### src/rtl/program_counter.sv
// program_counter: 8-bit instruction address with increment, absolute jump, relative branch and call/return.
// Define PC_CALL_STACK_EN to build the return-address stack; without it, call is a plain jump and ret holds.
module program_counter #(
  parameter logic [7:0] RESET_VECTOR = 8'h00,
  parameter int         STACK_DEPTH  = 4
) (
  input  logic       PC_clk,
  input  logic       PC_rst,
  input  logic       PC_stall,
  input  logic       PC_inc_en,
  input  logic       PC_ld_en,
  input  logic [7:0] PC_ld_addr,
  input  logic       PC_br_en,
  input  logic [7:0] PC_br_off,
  input  logic       PC_call_en,
  input  logic       PC_ret_en,
  output logic [7:0] PC_out,
  output logic [3:0] PC_sp,
  output logic       PC_stack_full,
  output logic       PC_stack_empty,
  output logic       PC_err
);

  localparam logic [3:0] SP_MAX = 4'(STACK_DEPTH);

  logic [7:0] pc_q, pc_d;
  logic [7:0] pc_inc;
  logic [7:0] pc_br;

  assign pc_inc = pc_q + 8'd1;
  // An 8-bit modular add is identical to adding the sign-extended offset and truncating.
  assign pc_br  = pc_q + PC_br_off;

`ifdef PC_CALL_STACK_EN
  localparam int IDX_W = $clog2(STACK_DEPTH);

  logic [3:0]       sp_q, sp_d;
  logic             err_q, err_d;
  logic             push_en;
  logic [7:0]       stack_q [STACK_DEPTH];
  logic [IDX_W-1:0] push_idx;
  logic [IDX_W-1:0] pop_idx;
  logic             full;
  logic             empty;

  assign push_idx = sp_q[IDX_W-1:0];
  assign pop_idx  = IDX_W'(sp_q - 4'd1);
  assign full     = (sp_q == SP_MAX);
  assign empty    = (sp_q == 4'd0);
`endif

  // NOTE: every variable gets its hold value first so no path through the priority chain infers a latch.
  always_comb begin
    pc_d = pc_q;
`ifdef PC_CALL_STACK_EN
    sp_d    = sp_q;
    err_d   = err_q;
    push_en = 1'b0;
`endif
    if (!PC_stall) begin
      if (PC_ret_en) begin
`ifdef PC_CALL_STACK_EN
        if (empty) begin
          err_d = 1'b1;
        end else begin
          pc_d = stack_q[pop_idx];
          sp_d = sp_q - 4'd1;
        end
`endif
      end else if (PC_call_en) begin
`ifdef PC_CALL_STACK_EN
        if (full) begin
          err_d = 1'b1;
        end else begin
          push_en = 1'b1;
          sp_d    = sp_q + 4'd1;
          pc_d    = PC_ld_addr;
        end
`else
        pc_d = PC_ld_addr;
`endif
      end else if (PC_ld_en) begin
        pc_d = PC_ld_addr;
      end else if (PC_br_en) begin
        pc_d = pc_br;
      end else if (PC_inc_en) begin
        pc_d = pc_inc;
      end
    end
  end

  // NOTE: state registers use non-blocking assignments so every flop samples pre-edge values.
  always_ff @(posedge PC_clk) begin
    if (PC_rst) begin
      pc_q <= RESET_VECTOR;
    end else begin
      pc_q <= pc_d;
    end
  end

`ifdef PC_CALL_STACK_EN
  always_ff @(posedge PC_clk) begin
    if (PC_rst) begin
      sp_q  <= 4'd0;
      err_q <= 1'b0;
    end else begin
      sp_q  <= sp_d;
      err_q <= err_d;
    end
  end

  // NOTE: the stack RAM has no reset; entries above PC_sp are never read, so their contents do not matter.
  always_ff @(posedge PC_clk) begin
    if (push_en && !PC_rst) begin
      stack_q[push_idx] <= pc_inc;
    end
  end

  assign PC_sp  = sp_q;
  assign PC_err = err_q;
`else
  assign PC_sp  = 4'd0;
  assign PC_err = 1'b0;
`endif

  assign PC_out         = pc_q;
  assign PC_stack_full  = (PC_sp == SP_MAX);
  assign PC_stack_empty = (PC_sp == 4'd0);

endmodule

### config.mk
export PLATFORM = sky130hd
export DESIGN_NAME = program_counter
export DESIGN_NICKNAME = d
export VERILOG_FILES = /design/src/rtl/program_counter.sv
export SDC_FILE = /design/constraint.sdc
export NUM_CORES = 1
export LEC_CHECK = 0
export ABC_AREA = 1
export CAP_MARGIN = 20
export CORE_ASPECT_RATIO = 0.9
export CORE_MARGIN = 4
export CORE_UTILIZATION = 31
export CTS_CLUSTER_DIAMETER = 200
export DETAILED_ROUTE_END_ITERATION = 16
export GPL_ROUTABILITY_DRIVEN = 0
export GPL_TIMING_DRIVEN = 1
export SYNTH_ARGS = -nofsm -noshare
export SYNTH_HDL_FRONTEND = slang
export SYNTH_SLANG_ARGS = --single-unit
export TNS_END_PERCENT = 20
### constraint.sdc
create_clock -name PC_clk -period 2.9 [get_ports PC_clk]
set_input_delay 0.725 -clock PC_clk [delete_from_list [all_inputs] [get_ports PC_clk]]
set_output_delay 0.725 -clock PC_clk [all_outputs]
set_load 0.02 [all_outputs]
==> out/summary.txt, run 1 <==
Area Overhead vs Synth = 39.7%
Final HPWL DP = 1.97 mm
Total setup buffers inserted after CTS = 0
Lkg Pwr = 0.621 nW
Row cnt = 17
CP Launch Type = input port
Via Count = 937
DP Worst Slack = 222 ps
Mux contribution to synthesized area = 0%
Fill cell count = 263
Max FFs per register = 8
Placed cells = 206
Drt initial violations = 37
First-pass GRT wire length = 3.88 mm
Worst Hold End = PC_out[5]
RSZ-0062 raised after global routing = false
Final #Nets = 205
CTS Buffer Depth = 2
Main combinational cell family by area after synthesis = simple AND/OR/NAND/NOR gates
Worst EP arrival = 2600 ps
Port Buf Inserts = 31
Setup TNS = 0 ps
Syn avg cell area = 6.28 um2
Gate Count Post-Synth = 139
Clock Sinks = 8
Cts repair resizes = 0
Register area share after synthesis = 18.3%
Power Total = 0.374 mW
Hold-fix buffers, CTS = 0
Final setup fails = 0
Total number of yosys warnings = 0
Root Buffer = clkbuf_4
GR Overflow Total = 0
Core box area = 2570 um2
Worst r2r src = PC_out[0]
CTS H-tree depth = 1
Ant. Diodes = 0
Die Height = 58.4 um
Ports = 39
Vias in the first global route = 861
Critical Path Sink Type = register
CTS tree = done
Clock Skew = 8.16 ps
Hold Vio Cnt, Final = 0
Via/cell ratio = 4.48
Hold_sp = PC_out[5]
Chip Width = 64.0 um
Worst-path maximum fanout = 9
Async S/R FF share, synth = 0%
Status = completed
Total CTS buffers = 3
Gr usage total = 13.2%
Remaining antenna violation count after routing = 0
Wire per inst = 11.5 um
Distinct cells, synth = 25
Synth Area in Compound Gates = 11.6%
Max Cap Violations = 0
Number of synthesized register bits = 8
Initial Util = 33.9%
Final WS setup = 498 ps
Worst hold-check path type = register to register
Clk Latency, worst-skew pair = 270 ps
Drt total wl = 2.41 mm
Drt drc = 0
Hold depth = 2
R2R depth = 12
Initial antenna violation count = 0
Period utilisation layout = 82.8%
Clock-pin slew on the worst setup and hold paths = 70 ps
Pre-Repair DR Iteration Count = 4
Most used DFF post-synth = dfxtp_1
Largest net degree at the start of global routing = 10
Die area = 3730 um2
Post-Synth Simple-Gate Area = 39.4%
Kind of critical path = input port to register
Worst EP required = 3100 ps
Xor and xnor area share after synthesis = 0%
Synth Cell Area = 873 um2
Share of layout cells above drive strength 1 = 9.94%
Max-slew violations = 0
Worst reg2reg path endpoint = PC_out[6]
EDFF count, synth = 0
Post-route minimum period = 2400 ps
Final cell count without fillers = 209
R2R Setup Slk = 1170 ps
PD cells = 306 nW/um2
Peak supply drop = 155 uV
Achievable Freq = 0.416 GHz
Synth Area in Adders = 12.3%
## critical path, cell delays in order
cell and delay (ps):
clkdlybuf4s50_1 490, buf_4 180, nand2_1 100, fa_1 410
inv_1 80, nand2_1 70, nand2_1 80, nand3b_1 90
nand2_1 70, nand2_1 40, nand3_1 100, nand2_1 60
a21oi_1 110
## cells in the final DEF (no fill, tap or decap), drive strengths merged, types with 3 or more instances in the layout
master | Yosys | routed
nand2 | 40 | 40
clkdlybuf4s50 | 0 | 31
inv | 22 | 22
nor2 | 13 | 13
a21oi | 12 | 12
nand3 | 11 | 11
dfxtp | 8 | 8
ha | 7 | 7
conb | 2 | 7
o21ai | 5 | 5
or2 | 4 | 4
clkbuf | 1 | 3
nand3b | 3 | 3
## Yosys cell counts, types with 2 or more instances
| library cell | n | share of area (%) |
|---|---|---|
| ha_1 | 7 | 10 |
| dfxtp_1 | 8 | 18 |
| buf_4 | 8 | 6.9 |
| nor2_2 | 2 | 1.4 |
| nand3_1 | 9 | 5.2 |
| nand2_2 | 2 | 1.4 |
| nand3b_1 | 2 | 1.7 |
| nand3_2 | 2 | 2.3 |
| nor2_1 | 11 | 4.7 |
| nand2_1 | 37 | 16 |
| a21oi_1 | 11 | 6.3 |
| inv_1 | 21 | 9.0 |
| conb_1 | 2 | 0.86 |
| o21ai_1 | 5 | 2.9 |
| a31oi_1 | 2 | 1.4 |
## layer usage
layer  GRT usage, %  routed length [um]  vias to the layer above
met5              0                   0                        -
met4           3.69                  16                        0
met3           4.01                 164                        2
met2           20.0                1100                       35
met1           18.0                1130                      408
li1               -                   -                      492
## per-stage QoR
stage / hold WS [ps] / cell area [um2] / util, %
2_1_floorplan: 551 / 892 / -
3_3_place_gp: 484 / 1200 / 46.5
3_5_place_dp: 490 / 1200 / 46.5
4_1_cts: 500 / 1220 / 47.4
5_1_grt: 528 / 1220 / 47.4
6_report: 494 / 1220 / 47.4
## cells by family (layout without fill, tap and decap cells)
family,count (synthesis),in the layout
flip-flops,8,8
AO/OA/AOI/OAI,19,19
AND/OR/NAND/NOR,71,71
adder cells (fa/ha/maj),8,8
buffers and inverters,31,58
other,2,7
## power by group
part / internal, mW / switching (mW) / total (mW)
logic: 0.0740 / 0.0796 / 0.154
registers: 0.117 / 0.00665 / 0.124
clock network: 0.0480 / 0.0484 / 0.0964
## how the worst max path moves through the flow
| stage | from | end | slack [ps] | depth (start not counted) |
|---|---|---|---|---|
| 2_1_floorplan | PC_br_en | PC_out[6] | 810 | 14 |
| 3_3_place_gp | PC_br_en | PC_out[6] | 270 | 13 |
| 3_5_place_dp | PC_br_en | PC_out[6] | 220 | 13 |
| 4_1_cts | PC_br_en | PC_out[6] | 500 | 13 |
| 5_1_grt | PC_br_en | PC_out[6] | 350 | 13 |
| 6_report | PC_br_en | PC_out[6] | 500 | 13 |
## cell type report
class	count	area, um2	share of cell area [%]
Multi-Input combinational cell	105	579	47.5
Clock buffer	3	22.5	1.85
Timing Repair Buffer	33	325	26.7
Tap cell	38	47.5	3.90
Sequential cell	8	160	13.1
Inverter	22	85.1	6.97
Power figures use the tool's default switching activity.
==> inputs of run 2 (changes only) <==
==> constraint.sdc (replaced) <==
create_clock -name PC_clk -period 2.35 [get_ports PC_clk]
set_input_delay 0.5875 -clock PC_clk [delete_from_list [all_inputs] [get_ports PC_clk]]
set_output_delay 0.5875 -clock PC_clk [all_outputs]
set_load 0.02 [all_outputs]
==> out/summary.txt, run 2 (synthesized netlist as in run 1, its figures left out) <==
Drt initial violations = 24
Drt drc = 0
Drt total wl = 2.29 mm
Hold Vio Cnt, Final = 0
Clock Skew = 6.35 ps
Pre-Repair DR Iteration Count = 4
Most frequent cells in the layout = 35 x nand2_1, 30 x clkdlybuf4s50_1, 21 x inv_1
Port Buf Inserts = 31
Clock-pin slew on the worst setup and hold paths = 60 ps
Wire per inst = 10.6 um
Post-route minimum period = 2170 ps
Initial Util = 33.9%
Remaining antenna violation count after routing = 0
Peak supply drop = 229 uV
Critical Path Sink Type = register
Vias in the first global route = 921
Die area = 3730 um2
Worst EP arrival = 2350 ps
Kind of critical path = input port to register
CTS H-tree depth = 1
Max FFs per register = 8
Most common cell after layout, fill and taps aside = nand2_1
Lkg Pwr = 0.659 nW
CTS tree = done
Final HPWL DP = 1.96 mm
Period utilisation layout = 92.4%
Via Count = 960
Max-slew violations = 0
Total setup buffers inserted after CTS = 0
Ant. Diodes = 0
CTS Buffer Depth = 2
Area Overhead vs Synth = 46.0%
Worst hold-check path type = register to register
Final #Nets = 211
Total CTS buffers = 3
Clk Latency, worst-skew pair = 250 ps
Worst-path maximum fanout = 2
CP Launch Type = input port
Die Height = 58.4 um
Fill cell count = 269
Largest net degree at the start of global routing = 10
Power Total = 0.462 mW
Status = completed
Ports = 39
Final core occ = 49.5%
FF+latch area = 160 um2
Gr usage total = 13.1%
Clock Sinks = 8
Final setup fails = 0
Via/cell ratio = 4.47
Root Buffer = clkbuf_4
First-pass GRT wire length = 3.96 mm
Share of layout cells above drive strength 1 = 14.7%
Initial antenna violation count = 0
PD cells = 362 nW/um2
Core box area = 2570 um2
Achievable Freq = 0.461 GHz
Worst EP required = 2530 ps
Max Cap Violations = 0
Chip Width = 64.0 um
Row cnt = 17
RSZ-0062 raised after global routing = false
Multi-input gate area = 587 um2
GR Overflow Total = 0
[run 2: cell types whose count changed in the layout (fill, tap and decap cells not counted), sizes merged]
cell / previous run / this run
buf: 2 / 8
clkdlybuf4s50: 31 / 30
dlymetal6s2s: 0 / 1
[run 2: worst paths after layout]
kind | start | cells after the start | slack [ps] | endpoint
worst max register to register | PC_out[0] | 12 | 680 | PC_out[6]
worst min-delay path | PC_out[5] | 2 | 500 | PC_out[5]
worst min register to register | PC_out[5] | 2 | 500 | PC_out[5]
worst max-delay path | PC_br_off[0] | 15 | 180 | PC_out[6]
[run 2: stage by stage]
stage	cells	setup slack [ps]	hold WS, ps	setup TNS [ps]	instance area, um2
after floorplan	144	398	551	0	892
after detailed placement	212	-102	492	-380	1240
final	215	179	497	0	1270
after global placement	212	-73.1	487	-207	1240
after global routing	215	15.9	519	0	1270
after CTS	215	165	500	0	1260
[run 2: timing repair]
action | 4_1_cts | 5_1_grt
hold buffers | 0 | 0
endpoints found under the setup margin | 0 | 3
resized for setup | 0 | 4
[run 2: layout make-up]
| class | instances | area share (%) |
|---|---|---|
| repair buffers | 39 | 29.2 |
| flip-flops and latches | 8 | 12.6 |
| inverters | 22 | 6.67 |
| clock buffers | 3 | 1.77 |
| multi-input cells | 105 | 46.0 |
| well taps | 38 | 3.73 |
[run 2: metal layers]
metal  share of wire [%]  GRT usage [%]  vias up
met3                 6.8           2.86        2
met5                   0              0        -
met1                  46           17.1      432
met2                  47           21.8       29
li1                    -              -      497
met4                0.57           3.69        0
[run 2: where the power goes]
| group | switching, mW | internal (mW) | leakage, nW |
|---|---|---|---|
| clock network | 0.0505 | 0.0587 | 0.0138 |
| registers | 0.00810 | 0.145 | 0.0657 |
| logic | 0.0993 | 0.100 | 0.579 |
| total | 0.158 | 0.304 | 0.659 |
[run 2: worst max-delay path: stages]
cell and delay, ps:
clkdlybuf4s50_1 460, inv_1 40, nand2_1 50, ha_2 170, inv_1 50, fa_1 360
inv_1 90, nand2_2 60, nand2_2 60, nand3b_1 90, nand2_1 70, nand2_1 40
nand3_1 60, nand2_1 50, a21oi_1 110
==> inputs of run 3 (changes only) <==
--- a/config.mk
+++ b/config.mk
@@ -7,13 +7,14 @@
 export LEC_CHECK = 0
 export ABC_AREA = 1
 export CAP_MARGIN = 20
-export CORE_ASPECT_RATIO = 0.9
 export CORE_MARGIN = 4
 export CORE_UTILIZATION = 31
 export CTS_CLUSTER_DIAMETER = 200
+export CTS_CLUSTER_SIZE = 20
 export DETAILED_ROUTE_END_ITERATION = 16
 export GPL_ROUTABILITY_DRIVEN = 0
 export GPL_TIMING_DRIVEN = 1
+export SLEW_MARGIN = 0
 export SYNTH_ARGS = -nofsm -noshare
 export SYNTH_HDL_FRONTEND = slang
 export SYNTH_SLANG_ARGS = --single-unit
==> out/summary.txt, run 3 (synthesized netlist as in run 1, its figures left out) <==
Post-route minimum period = 2050 ps
Drt initial violations = 33
Worst reg2reg path endpoint = PC_out[6]
Final HPWL DP = 1.91 mm
R2R depth = 12
First-pass GRT wire length = 3.74 mm
Via/cell ratio = 4.54
Net switching power = 0.166 mW
Gr usage total = 13.7%
Worst EP arrival = 2240 ps
Final WS setup = 303 ps
Worst r2r src = PC_out[0]
Flop pwr share = 32.0%
Total CTS buffers = 3
Worst EP required = 2550 ps
Most frequent cells in the layout = 34 x nand2_1, 29 x clkdlybuf4s50_1, 19 x inv_1
Critical Path Start = PC_br_off[1]
CTS tree = done
Die area = 3730 um2
Hold-fix buffers, CTS = 0
Final #Nets = 212
CTS H-tree depth = 1
Clock power frac = 24.2%
Most common cell after layout, fill and taps aside = nand2_1
R2R Setup Slk = 600 ps
Worst hold-check path type = register to register
Die Height = 61.1 um
Drt drc = 0
Status = completed
Logic gate share of total power = 43.8%
Lkg Pwr = 0.673 nW
Area Overhead vs Synth = 47.6%
CP Launch Type = input port
Crit path to = PC_out[6]
Final setup fails = 0
Ports = 39
PD cells = 369 nW/um2
Clk Latency, worst-skew pair = 260 ps
Root Buffer = clkbuf_4
Critical Path Sink Type = register
DP Worst Slack = -208 ps
Largest stage delay on the critical path = 470 ps
Period utilisation layout = 87.1%
Remaining antenna violation count after routing = 0
Peak supply drop = 249 uV
Clock Sinks = 8
Ant. Diodes = 0
GR Overflow Total = 0
Internal power = 0.310 mW
Power Total = 0.476 mW
Drt total wl = 2.34 mm
Chip Width = 61.1 um
Achievable Freq = 0.488 GHz
RSZ-0062 raised after global routing = false
Worst-path maximum fanout = 2
Core box area = 2590 um2
Initial antenna violation count = 0
Share of layout cells above drive strength 1 = 18.5%
Row cnt = 18
Kind of critical path = input port to register
Max Cap Violations = 0
Clock Skew = 1.62 ps
Pre-Repair DR Iteration Count = 4
Max FFs per register = 8
Via Count = 945
Hold Vio Cnt, Final = 0
Clock-pin slew on the worst setup and hold paths = 60 ps
Crit-path slowest cell = clkdlybuf4s50_1
Max-slew violations = 0
Initial Util = 33.7%
Vias in the first global route = 876
Critical Path, Cell by Cell = clkdlybuf4s50_1, nand2_1, fa_2, inv_2, nand2_2, nand2_2, nand3b_1, nand2_1, nand2_1, nand3_2, nand2_2, a21oi_2
Switching Fraction = 34.9%
Wire per inst = 11.2 um
Largest net degree at the start of global routing = 10
CTS Buffer Depth = 2
Port Buf Inserts = 31
Fill cell count = 261
## run 3: cell types whose count changed in the layout (fill, tap and decap cells not counted), sizes merged
cell,previous run,this run
dlymetal6s2s,1,2
buf,8,9
clkdlybuf4s50,30,29
## run 3: layer usage
metal	vias up	routed length, um	global-route usage, %
met2	28	1100	21.5
met4	0	27	7.43
li1	502	-	-
met1	413	1070	18.1
met3	2	140	2.10
met5	-	0	0
## run 3: timing repair
item	4_1_cts	5_1_grt
buffers inserted	0	1
gates resized for setup	0	11
setup endpoints to repair	0	3
endpoints found under the hold margin	0	0
## run 3: worst max-delay path: cells and delay by family
kind / cells / cell delay, ps
AO/OA/AOI/OAI: 1 / 120
buffers and inverters: 2 / 540
AND/OR/NAND/NOR: 8 / 610
adder cells (fa/ha/maj): 1 / 380
## run 3: worst min path at each step
stage                           end  cells after the start      start
after floorplan           PC_out[5]                      2  PC_out[5]
after CTS                 PC_out[5]                      2  PC_out[5]
after global routing      PC_out[5]                      2  PC_out[5]
final                     PC_out[5]                      2  PC_out[5]
after detailed placement  PC_out[5]                      2  PC_out[5]
after global placement    PC_out[5]                      2  PC_out[5]
## run 3: per-stage QoR
| stage | setup TNS (ps) | utilization [%] | area, um2 | hold slack (ps) | instances |
|---|---|---|---|---|---|
| CTS | 0 | 48.5 | 1250 | 494 | 207 |
| global route | 0 | 49.8 | 1290 | 521 | 208 |
| global placement | -361 | 47.6 | 1230 | 481 | 204 |
| detailed placement | -490 | 47.6 | 1230 | 485 | 204 |
| finish | 0 | 49.8 | 1290 | 493 | 208 |
| floorplan | 0 | - | 892 | 551 | 144 |
## run 3: cell type report
cell class	count	area [um2]	area share [%]
well taps	30	37.5	2.91
clock buffers	3	22.5	1.75
multi-input cells	105	601	46.6
repair buffers	40	383	29.7
flip-flops and latches	8	160	12.4
inverters	22	85.1	6.60
## run 3: power by group through the flow
stage / registers, mW / logic [mW] / clock network (mW)
3_3_place_gp: 0.155 / 0.201 / 0
2_1_floorplan: 0.165 / 0.110 / 0
4_1_cts: 0.153 / 0.204 / 0.118
6_report: 0.152 / 0.208 / 0.115
5_1_grt: 0.154 / 0.230 / 0.126
3_5_place_dp: 0.156 / 0.202 / 0
